<file path="src/rtl/mrclk_restart_seq_pkg.sv">
// Shared types and constants for the multi-region clock restart sequencer.
// Latency: n/a (types, constants and an elaboration-time range check only).
// Backpressure: n/a.
package mrclk_seq_pkg;

  typedef enum logic [2:0] {
    S_IDLE = 3'd0,
    S_OFF  = 3'd1,
    S_CLR  = 3'd2,
    S_REL  = 3'd3,
    S_ON   = 3'd4,
    S_ACK  = 3'd5
  } state_e;

  localparam int T_OFF_DEF    = 4;
  localparam int T_CLR_DEF    = 8;
  localparam int T_REL_DEF    = 4;
  localparam int T_SETTLE_DEF = 16;
  localparam int CNT_W_DEF    = 8;

  // A phase of length t loads t-1, so t must be in 1 .. 2^cnt_w.
  function automatic bit t_fits(input int t, input int cnt_w);
    return (t >= 1) && (longint'(t) <= (longint'(1) << cnt_w));
  endfunction

endpackage

</file>
<file path="src/rtl/mrclk_restart_seq_if.sv">
// Four-phase restart handshake between a requester and the clock restart sequencer.
// Latency: n/a (wires only).
// Backpressure: requester holds restart_req until restart_ack rises, then drops it.
//   master : requester side   (drives restart_req)
//   slave  : sequencer side   (drives restart_ack, busy)
interface mrclk_restart_seq_if;
  logic restart_req;
  logic restart_ack;
  logic busy;

  modport master (output restart_req, input restart_ack, input busy);
  modport slave  (input restart_req, output restart_ack, output busy);
endinterface

</file>
<file path="src/rtl/mrclk_restart_seq_sync2_ff.sv">
// Two-flop synchronizer for a single asynchronous level into the clk domain.
// Latency: 2 clk edges from d to q.
// Backpressure: none.
//   clk, reset_n (async active-low, q resets to 0), d (async in), q (synced out)
module sync2_ff (
  input  logic clk,
  input  logic reset_n,
  input  logic d,
  output logic q
);
  logic meta;

  always_ff @(posedge clk or negedge reset_n) begin
    if (!reset_n) begin
      meta <= 1'b0;
      q    <= 1'b0;
    end else begin
      meta <= d;
      q    <= meta;
    end
  end
endmodule

</file>
<file path="src/rtl/mrclk_restart_seq.sv">
// Safe restart sequencer for a multi-region clock buffer: CE off, divider clear pulse, release, CE on, settle.
// Latency: request seen on the next clk edge; full sequence T_OFF+T_CLR+T_REL+T_SETTLE cycles, then ack.
// Backpressure: requests are ignored while busy; ack is held until the requester drops restart_req.
//   clk          free-running system clock (never the gated clock)
//   reset_n      async active-low reset; power-on sequence starts in the clear phase
//   req_if       restart_req / restart_ack / busy handshake (slave side)
//   bufmr_ce     CE to the multi-region buffer, bufr_clr clear to the regional dividers
//   mmcm_locked  source lock, used only when MRCLK_LOCK_GATE_EN is defined
module mrclk_restart_seq
  import mrclk_seq_pkg::*;
#(
  parameter int T_OFF    = T_OFF_DEF,
  parameter int T_CLR    = T_CLR_DEF,
  parameter int T_REL    = T_REL_DEF,
  parameter int T_SETTLE = T_SETTLE_DEF,
  parameter int CNT_W    = CNT_W_DEF
) (
  input  logic                clk,
  input  logic                reset_n,
  mrclk_restart_seq_if.slave  req_if,
  output logic                bufmr_ce,
  output logic                bufr_clr,
  input  logic                mmcm_locked
);

  if (!t_fits(T_OFF, CNT_W)) begin : g_bad_t_off
    $fatal(1, "mrclk_restart_seq: T_OFF out of range for CNT_W");
  end
  if (!t_fits(T_CLR, CNT_W)) begin : g_bad_t_clr
    $fatal(1, "mrclk_restart_seq: T_CLR out of range for CNT_W");
  end
  if (!t_fits(T_REL, CNT_W)) begin : g_bad_t_rel
    $fatal(1, "mrclk_restart_seq: T_REL out of range for CNT_W");
  end
  if (!t_fits(T_SETTLE, CNT_W)) begin : g_bad_t_settle
    $fatal(1, "mrclk_restart_seq: T_SETTLE out of range for CNT_W");
  end

  localparam logic [CNT_W-1:0] LD_OFF    = CNT_W'(T_OFF - 1);
  localparam logic [CNT_W-1:0] LD_CLR    = CNT_W'(T_CLR - 1);
  localparam logic [CNT_W-1:0] LD_REL    = CNT_W'(T_REL - 1);
  localparam logic [CNT_W-1:0] LD_SETTLE = CNT_W'(T_SETTLE - 1);
  localparam logic [CNT_W-1:0] CNT_ONE   = CNT_W'(1);

  logic lock_ok;

`ifdef MRCLK_LOCK_GATE_EN
  logic locked_sync;

  sync2_ff u_lock_sync (
    .clk     (clk),
    .reset_n (reset_n),
    .d       (mmcm_locked),
    .q       (locked_sync)
  );

  assign lock_ok = locked_sync;
`else
  // Pin kept for compatibility; the lock level plays no part in sequencing.
  logic unused_mmcm_locked;
  assign unused_mmcm_locked = mmcm_locked;
  assign lock_ok            = 1'b1;
`endif

  state_e           state_q, state_d;
  logic [CNT_W-1:0] cnt_q, cnt_d;
  logic             auto_q, auto_d;
  logic             ce_q, clr_q, busy_q, ack_q;
  logic             ce_d, clr_d, busy_d, ack_d;
  logic             expired;

  assign expired = (cnt_q == '0);

  always_comb begin
    state_d = state_q;
    cnt_d   = expired ? cnt_q : (cnt_q - CNT_ONE);
    auto_d  = auto_q;

    unique case (state_q)
      S_IDLE: begin
        if (req_if.restart_req && !ack_q) begin
          state_d = S_OFF;
          cnt_d   = LD_OFF;
          auto_d  = 1'b0;
        end
      end
      S_OFF: begin
        if (expired) begin
          state_d = S_CLR;
          cnt_d   = LD_CLR;
        end
      end
      S_CLR: begin
        if (expired) begin
          state_d = S_REL;
          cnt_d   = LD_REL;
        end
      end
      S_REL: begin
        // Counter parks at zero while waiting for lock.
        if (expired && lock_ok) begin
          state_d = S_ON;
          cnt_d   = LD_SETTLE;
        end
      end
      S_ON: begin
        if (expired) begin
          state_d = auto_q ? S_IDLE : S_ACK;
        end
      end
      S_ACK: begin
        if (!req_if.restart_req) begin
          state_d = S_IDLE;
        end
      end
      default: begin
        state_d = S_IDLE;
      end
    endcase

    // Lost lock while the clock is running: restart on our own, no ack owed.
    if (!lock_ok && (state_q == S_IDLE || state_q == S_ACK)) begin
      state_d = S_OFF;
      cnt_d   = LD_OFF;
      auto_d  = 1'b1;
    end
  end

  // Outputs are decoded from the next state and registered, so pins never
  // see decode glitches and move on the same edge as the state.
  always_comb begin
    ce_d   = 1'b0;
    clr_d  = 1'b0;
    busy_d = 1'b1;
    ack_d  = 1'b0;
    unique case (state_d)
      S_IDLE:  begin ce_d = 1'b1; busy_d = 1'b0; end
      S_OFF:   begin end
      S_CLR:   clr_d = 1'b1;
      S_REL:   begin end
      S_ON:    ce_d = 1'b1;
      S_ACK:   begin ce_d = 1'b1; busy_d = 1'b0; ack_d = 1'b1; end
      default: begin end
    endcase
  end

  always_ff @(posedge clk or negedge reset_n) begin
    if (!reset_n) begin
      state_q <= S_CLR;
      cnt_q   <= LD_CLR;
      auto_q  <= 1'b1;
      ce_q    <= 1'b0;
      clr_q   <= 1'b1;
      busy_q  <= 1'b1;
      ack_q   <= 1'b0;
    end else begin
      state_q <= state_d;
      cnt_q   <= cnt_d;
      auto_q  <= auto_d;
      ce_q    <= ce_d;
      clr_q   <= clr_d;
      busy_q  <= busy_d;
      ack_q   <= ack_d;
    end
  end

  assign bufmr_ce           = ce_q;
  assign bufr_clr           = clr_q;
  assign req_if.busy        = busy_q;
  assign req_if.restart_ack = ack_q;

endmodule

</file>
<file path="src/flat_wrapper.sv">
// flat-port wrapper written by rule: the top's interface ports become plain ports
module mrclk_restart_seq_flat import mrclk_seq_pkg::*;
#(
  parameter int T_OFF    = T_OFF_DEF,
  parameter int T_CLR    = T_CLR_DEF,
  parameter int T_REL    = T_REL_DEF,
  parameter int T_SETTLE = T_SETTLE_DEF,
  parameter int CNT_W    = CNT_W_DEF
)
  (clk, reset_n, bufmr_ce, bufr_clr, mmcm_locked, req_if_restart_req, req_if_restart_ack, req_if_busy);
  mrclk_restart_seq_if req_if_i ();
  input  logic clk;
  input  logic reset_n;
  output logic bufmr_ce;
  output logic bufr_clr;
  input  logic mmcm_locked;
  input wire logic [$bits(req_if_i.restart_req)-1:0] req_if_restart_req;
  output wire logic [$bits(req_if_i.restart_ack)-1:0] req_if_restart_ack;
  output wire logic [$bits(req_if_i.busy)-1:0] req_if_busy;
  assign req_if_i.restart_req = req_if_restart_req;
  assign req_if_restart_ack = req_if_i.restart_ack;
  assign req_if_busy = req_if_i.busy;
  mrclk_restart_seq #(.T_OFF(T_OFF), .T_CLR(T_CLR), .T_REL(T_REL), .T_SETTLE(T_SETTLE), .CNT_W(CNT_W)) u_core (.clk(clk), .reset_n(reset_n), .req_if(req_if_i), .bufmr_ce(bufmr_ce), .bufr_clr(bufr_clr), .mmcm_locked(mmcm_locked));
endmodule
</file>
<file path="config.mk">
export PLATFORM = sky130hd
export DESIGN_NAME = mrclk_restart_seq_flat
export DESIGN_NICKNAME = d
export VERILOG_FILES = /design/src/rtl/mrclk_restart_seq_pkg.sv /design/src/rtl/mrclk_restart_seq_if.sv /design/src/rtl/mrclk_restart_seq_sync2_ff.sv /design/src/rtl/mrclk_restart_seq.sv /design/src/flat_wrapper.sv
export SDC_FILE = /design/constraint.sdc
export NUM_CORES = 1
export LEC_CHECK = 0
export CAP_MARGIN = 15
export CORE_MARGIN = 2
export CORE_UTILIZATION = 25
export CTS_BUF_LIST = sky130_fd_sc_hd__clkbuf_4 sky130_fd_sc_hd__clkbuf_8
export CTS_CLUSTER_SIZE = 12
export DETAILED_ROUTE_END_ITERATION = 8
export SYNTH_ARGS = -nofsm -noshare
export SYNTH_HDL_FRONTEND = slang
export SYNTH_HIERARCHICAL = 1
export SYNTH_SLANG_ARGS = --single-unit
</file>
<file path="constraint.sdc">
create_clock -name clk -period 1.9 [get_ports clk]
set_input_delay 0.285 -clock clk [delete_from_list [all_inputs] [get_ports clk]]
set_output_delay 0.285 -clock clk [all_outputs]
set_load 0.02 [all_outputs]
</file>
==> reports/metrics.csv, run 1 <==
stage;metric;value;unit
clock_tree;cts_root_buf;clkbuf_4;
yosys;synth.avg_cell_area;10.3;um2
yosys;synth_top_area_cell;dfrtp_1;
place;place_congestion;0.797;
worst_setup_path;crit_family;simple AND/OR/NAND/NOR gates;
sta;finalCritPeriodShare;91.9;%
floorplanning;dieArea;4030;um2
floorplanning;core_area;3360;um2
sta;grt_setup_unrepaired;no;
worst_setup_path;cp_slowest_stage_delay;0.59;ns
global_route;grt_start_max_net_pins;17;
yosys;synthCells;86;
worst_setup_path;r2r-end;u_core/cnt_q[5]$_DFF_PN0_;
worst_setup_path;path_cells;buf_4, or4_1, or3_1, a211oi_1;
worst_setup_path;rr_worst_depth;4;
clock_tree;ctsHoldBuffers;0;
clock_tree;cts.clk_slew.worst_paths;0.10;ns
worst_setup_path;critPathBufInv;1;
place;portBuffers;6;
global_route;antenna_found_initial;0;
floorplanning;rows;21;
worst_setup_path;cp_slowest_cell;or4_1;
power_and_ir_drop;irDropWorstVdd;0.323;mV
sta;finalClockSkew;0.00287;ns
worst_setup_path;cp.arrival;1.95;ns
yosys;ys_warn_count;6;
cells_and_area;final_core_util;31.9;%
floorplanning;die_w;63.5;um
power_and_ir_drop;switching_share;39.6;%
cells_and_area;layout-drive-gt1-share;28.6;%
status;outcome;complete, no violations;
cells_and_area;seq_area;409;um2
sta;setup_violations;0;
drt;drcViolationCount;0;
clock_tree;tritoncts;done;
yosys;synth_cell_types;41;
worst_setup_path;required;2.10;ns
cells_and_area;diodes;0;
power_and_ir_drop;p_leak;0.000443;uW
drt;drtIter0Drc;84;
worst_setup_path;regToRegStartpoint;u_core/cnt_q[0]$_DFF_PN1_;
yosys;ys_seq_elements;16;
drt;routedWlPerCell;13.0;um
cells_and_area;final_nets;105;
place;dp_hpwl;1370;um
yosys;synth.top_cell.area_share;25.5;%
power_and_ir_drop;clockPowerShare;13.2;%
global_route;grt_pass1_wl;3100;um
cells_and_area;multiInputGateArea;428;um2
global_route;grt_overflow;0;
yosys;synth_area;885;um2
worst_setup_path;start_kind;flop;
drt;via_count;704;
worst_setup_path;path_depth;4;
worst_setup_path;rrSetupSlack;0.15;ns
yosys;syn_nets;92;
clock_tree;numCtsBuffers;3;
drt;ant_nets;0;
worst_setup_path;worstSetupEndpointType;flop;
worst_setup_path;cp_max_fo;4;
sta;fmax;573;MHz
min_path;holdCritPathClass;in -> async;
cells_and_area;num-fill-cells;378;
floorplanning;start_util;26.3;%
floorplanning;die_h;63.5;um
power_and_ir_drop;p_comb_share;48.9;%
drt;drt_wl_total;1870;um
sta;finalHoldViolCount;0;
floorplanning;io_pins;8;
worst_setup_path;worstSetupPathType;reg -> reg;
clock_tree;cts.sinks;16;
power_and_ir_drop;p_seq_share;37.9;%
power_and_ir_drop;switchingPower;673;uW
clock_tree;clk_latency;0.28;ns
global_route;grtUsageTotal;9.79;%
power_and_ir_drop;internal_power;1030;uW
clock_tree;htree_levels;1;
yosys;yosys-top-cells-area;dfrtp_1, dfstp_2, a21oi_1, ha_1, buf_6;
sta;final_max_slew_viol_count;0;
sta;tightestPinTransition;0.499;ns
cells_and_area;area_growth;21.4;%
flow_run;maxCapViolations;0;
clock_tree;clk_path_buf_depth;2;
drt;vias_per_cell;4.89;
drt;dr.pass1.iters;5;
yosys;ys_seq_area_share;46.3;%
sta;fin_tns_setup;0;ns
power_and_ir_drop;power_density;1580;nW/um2
sta;fin_crit;1.75;ns
sta;slew_headroom;66.6;%
global_route;first_global_vias;659;
worst max path at each step:
stage | slack, ns | end | from
final | 0.15 | u_core/cnt_q[5]$_DFF_PN0_ | u_core/cnt_q[0]$_DFF_PN1_
after global routing | 0.04 | u_core/cnt_q[0]$_DFF_PN1_ | u_core/cnt_q[1]$_DFF_PN1_
after detailed placement | 0.004 | u_core/state_q[1]$_DFF_PN1_ | u_core/cnt_q[1]$_DFF_PN1_
after floorplan | 0.02 | u_core/cnt_q[0]$_DFF_PN1_ | u_core/cnt_q[0]$_DFF_PN1_
after CTS | 0.02 | u_core/cnt_q[1]$_DFF_PN1_ | u_core/cnt_q[1]$_DFF_PN1_
after global placement | 0.07 | u_core/cnt_q[3]$_DFF_PN0_ | u_core/cnt_q[1]$_DFF_PN1_
power by group through the flow:
stage	Sequential, uW	Clock, uW	Combinational (uW)
3_5_place_dp	643	0	822
4_1_cts	636	234	826
2_1_floorplan	620	0	611
5_1_grt	661	252	908
3_3_place_gp	636	0	802
6_report	644	224	830
worst reg2reg max path: stages, from the launching register on:
cell      delay (ns)
dfstp_2         0.38
buf_4           0.13
or4_1           0.59
or3_1           0.34
a211oi_1        0.23
per-layer routing:
layer	part of all wire, %	vias up	GRT usage [%]
met2	49	12	15.9
li1	-	344	-
met3	3.5	2	1.79
met5	0	-	0
met4	0.53	0	4.08
met1	47	346	12.7
state kept, by name, indices dropped and copies added, names as in the netlist:
name	flops
u_core/cnt_q	8
u_core/state_q	3
u_core/auto_q	1
u_core/bufmr_ce	1
u_core/bufr_clr	1
u_core/req_if.busy	1
u_core/req_if.restart_ack	1
stage by stage:
| step | setup slack [ns] | hold slack (ns) | instances | power [uW] | cell area, um2 |
|---|---|---|---|---|---|
| finish | 0.154 | 0.302 | 144 | 1700 | 1070 |
| global route | 0.0358 | 0.317 | 144 | 1820 | 1070 |
| floorplan | 0.0213 | -0.0106 | 86 | 1230 | 891 |
| CTS | 0.0158 | 0.302 | 144 | 1700 | 1070 |
| detailed placement | 0.00424 | 0.493 | 140 | 1460 | 1030 |
| global placement | 0.0716 | 0.494 | 140 | 1440 | 1030 |
cells by family after synthesis:
logic type	count (synthesis)	share of synthesized area, %
AO/OA/AOI/OAI	23	18.7
adder cells (fa/ha/maj)	2	2.83
XOR/XNOR	2	1.98
buffers and inverters	12	6.79
AND/OR/NAND/NOR	31	23.5
flip-flops	16	46.3
synth_stat cells (all sizes together):
library cell / n
a211oi: 1
a21boi: 1
a21oi: 6
a2bb2oi: 1
a31o: 1
a31oi: 1
and2: 1
and3: 1
and4b: 1
buf: 2
clkbuf: 4
dfrtp: 9
dfstp: 7
ha: 2
inv: 6
nand2: 2
nand2b: 2
nand3: 1
nand4: 2
nand4b: 1
nor2: 3
nor3: 2
nor3b: 2
nor4: 3
nor4b: 1
o2111ai: 1
o211ai: 2
o21ai: 3
o21ba: 1
o21bai: 1
o31ai: 4
or3: 3
or3b: 1
or4: 5
xnor2: 1
xor2: 1
cell type report:
type / instances / area share [%]
sequential: 16 / 38.1
tap: 46 / 5.36
clock buffer: 4 / 3.38
inverter: 6 / 2.10
multi-input combinational: 58 / 39.9
timing repair buffer: 14 / 11.2
placed cells by master (no fill, tap or decap), types with 2 or more instances in the layout:
cell             Yosys  routed
clkdlybuf4s50_1      0       6
ha_1                 2       2
a21oi_1              6       6
nor3_1               2       2
nand2_1              2       2
dfrtp_1              9       9
o21ai_0              3       3
or4_1                3       3
or3_1                3       3
nand4_1              2       2
o31ai_1              3       3
nand2b_1             2       2
buf_4                0       8
or4_4                2       2
nor4_1               3       3
nor2_1               2       2
dfstp_2              7       7
clkbuf_4             0       3
inv_1                5       5
repair_timing:
| item | CTS | global route |
|---|---|---|
| buffers inserted | 0 | 0 |
| resized for setup | 0 | 2 |
| endpoints found under the setup margin | 0 | 7 |
| hold endpoints to repair | 0 | 0 |
Note: power is estimated with default switching activity, not from simulation.
==> run 2: changes to the inputs <==
--- a/config.mk
+++ b/config.mk
@@ -9,8 +9,10 @@
 export CORE_MARGIN = 2
 export CORE_UTILIZATION = 25
 export CTS_BUF_LIST = sky130_fd_sc_hd__clkbuf_4 sky130_fd_sc_hd__clkbuf_8
+export CTS_CLUSTER_DIAMETER = 120
 export CTS_CLUSTER_SIZE = 12
 export DETAILED_ROUTE_END_ITERATION = 8
+export SKIP_LAST_GASP = 1
 export SYNTH_ARGS = -nofsm -noshare
 export SYNTH_HDL_FRONTEND = slang
 export SYNTH_HIERARCHICAL = 1
==> constraint.sdc (replaced) <==
create_clock -name clk -period 1.45 [get_ports clk]
set_input_delay 0.2175 -clock clk [delete_from_list [all_inputs] [get_ports clk]]
set_output_delay 0.2175 -clock clk [all_outputs]
set_load 0.02 [all_outputs]
==> reports/metrics.csv, run 2 (same netlist as run 1, synthesis figures left out) <==
stage;metric;value;unit;change
floorplanning;core_area;3360;um2;unchanged
cells_and_area;layout_commonest_cell;buf_4;;
worst_setup_path;required;1.66;ns;-0.44 ns
place;dp_hpwl;1570;um;+15%
worst_setup_path;cp.arrival;1.91;ns;-0.04 ns
worst_setup_path;rr_worst_depth;4;;unchanged
sta;tightestPinTransition;0.375;ns;-0.124 ns
cells_and_area;largest_registers;u_core/cnt_q x8, u_core/state_q x3;;
worst_setup_path;r2r-end;u_core/cnt_q[5]$_DFF_PN0_;;
global_route;grt_pass1_wl;3940;um;+27%
cells_and_area;num-fill-cells;346;;-8.5%
floorplanning;start_util;26.3;%;unchanged
floorplanning;die_h;63.5;um;unchanged
drt;routedWlPerCell;14.4;um;+11%
sta;fin_crit;1.70;ns;-0.0439 ns
worst_setup_path;cp_max_fo;4;;unchanged
floorplanning;rows;21;;unchanged
clock_tree;cts.sinks;16;;unchanged
cells_and_area;layout-drive-gt1-share;58.3;%;+30 points
worst_setup_path;start_kind;flop;;
place;dpl.cell_count;159;;+14%
power_and_ir_drop;irDropWorstVdd;0.991;mV;+210%
sta;grt_setup_unrepaired;yes;;
sta;hold_slack;0.228;ns;-0.0736 ns
clock_tree;tritoncts;done;;
drt;drtIter0Drc;13;;-85%
cells_and_area;area_growth;55.4;%;
floorplanning;io_pins;8;;unchanged
floorplanning;dieArea;4030;um2;unchanged
global_route;first_global_vias;875;;+33%
global_route;grt_overflow;0;;unchanged
clock_tree;htree_levels;1;;unchanged
drt;ant_nets;0;;unchanged
place;place_congestion;0.864;;+8.5%
min_path;holdCritPathClass;in -> async;;
floorplanning;die_w;63.5;um;unchanged
sta;finalHoldViolCount;0;;unchanged
clock_tree;cts.clk_slew.worst_paths;0.10;ns;about the same
place;dpl_cell_area;1200;um2;+17%
cells_and_area;diodes;0;;unchanged
sta;final_max_slew_viol_count;0;;unchanged
sta;finalClockSkew;0.00394;ns;+0.00107 ns
worst_setup_path;worstSetupEndpointType;flop;;
clock_tree;ctsHoldBuffers;0;;unchanged
drt;drcViolationCount;0;;unchanged
status;failed_checks;negative setup slack;;
cells_and_area;layout_common_cells;buf_4, dfrtp_1, dfstp_2;;
clock_tree;clk_path_buf_depth;2;;unchanged
power_and_ir_drop;p_leak;0.000596;uW;+35%
sta;finalCritPeriodShare;117;%;+25 points
clock_tree;clk_latency;0.29;ns;about the same
power_and_ir_drop;power_density;2150;nW/um2;+36%
sta;slew_headroom;74.9;%;+8.3 points
sta;setup_violations;14;;+14
clock_tree;cts_root_buf;clkbuf_4;;
drt;via_count;823;;+17%
worst_setup_path;regToRegStartpoint;u_core/cnt_q[1]$_DFF_PN1_;;
worst_setup_path;worstSetupPathType;reg -> reg;;
drt;vias_per_cell;4.96;;+1.4%
worst_setup_path;rrSetupSlack;-0.25;ns;-0.41 ns
drt;dr.pass1.iters;4;;-1
status;outcome;complete, but fails checks;;
drt;drt_wl_total;2390;um;+28%
sta;fmax;587;MHz;+2.6%
cells_and_area;final_core_util;40.9;%;+9.0 points
global_route;grtUsageTotal;12.5;%;+2.7 points
cells_and_area;regMostFlops;u_core/cnt_q;;
cells_and_area;final_nets;127;;+21%
cells_and_area;final_cells;166;;+15%
cells_and_area;final_area;1380;um2;+28%
global_route;grt_start_max_net_pins;17;;unchanged
sta;worst_slack;-0.252;ns;-0.406 ns
global_route;antenna_found_initial;0;;unchanged
flow_run;maxCapViolations;0;;unchanged
sta;fin_tns_setup;-2.09;ns;-2.09 ns
clock_tree;numCtsBuffers;3;;unchanged
place;portBuffers;6;;unchanged
cells_and_area;largest_reg_flops;8;;unchanged
run 2: changes by cell type in the layout (fill, tap and decap cells not counted), sizes merged:
| cell | delta |
|---|---|
| dlymetal6s2s | +1 |
| clkdlybuf4s50 | -4 |
| buf | +22 |
| dlygate4sd2 | +3 |
run 2: area by class of cell:
| cell class | count | area, um2 | share of cell area [%] |
|---|---|---|---|
| Multi-Input combinational cell | 58 | 554 | 40.3 |
| Sequential cell | 16 | 409 | 29.8 |
| Timing Repair Buffer | 36 | 295 | 21.5 |
| Tap cell | 46 | 57.6 | 4.19 |
| Clock buffer | 4 | 36.3 | 2.64 |
| Inverter | 6 | 22.5 | 1.64 |
run 2: worst max-delay path by stage:
stage / startpoint / endpoint / slack (ns)
floorplan: u_core/cnt_q[0]$_DFF_PN1_ / u_core/cnt_q[0]$_DFF_PN1_ / -0.30
CTS: u_core/cnt_q[0]$_DFF_PN1_ / u_core/cnt_q[3]$_DFF_PN0_ / -0.24
finish: u_core/cnt_q[1]$_DFF_PN1_ / u_core/cnt_q[5]$_DFF_PN0_ / -0.25
global route: u_core/cnt_q[1]$_DFF_PN1_ / u_core/cnt_q[5]$_DFF_PN0_ / -0.30
global placement: u_core/cnt_q[0]$_DFF_PN1_ / u_core/cnt_q[3]$_DFF_PN0_ / -0.20
detailed placement: u_core/cnt_q[0]$_DFF_PN1_ / u_core/cnt_q[3]$_DFF_PN0_ / -0.22
run 2: per-layer routing:
layer	wire length (um)	global-route usage, %	share of wire, %
met1	1060	14.7	44
met5	0	0	0
met3	94	3.57	3.9
met4	24	2.45	1.0
met2	1210	22.4	51
run 2: worst max-delay path, stage by stage, from the launching register on:
cell      delay, ns
dfstp_2        0.38
buf_4          0.14
or4_1          0.48
or3_4          0.37
a211oi_2       0.25
run 2: through the flow:
| stage | setup WS [ns] | power (uW) |
|---|---|---|
| 5_1_grt | -0.298 | 3150 |
| 6_report | -0.252 | 2950 |
| 3_5_place_dp | -0.223 | 2290 |
| 4_1_cts | -0.235 | 2770 |
| 2_1_floorplan | -0.298 | 1690 |
| 3_3_place_gp | -0.196 | 2250 |
run 2: power by group:
group / internal, uW / switching (uW)
registers: 665 / 115
logic: 949 / 917
clock network: 153 / 152
total: 1770 / 1180
run 2: repair_timing:
action,4_1_cts,5_1_grt
gates resized for setup,16,11
hold endpoints to repair,0,0
endpoints found under the setup margin,17,16
pin swaps,6,8
setup buffers,1,3
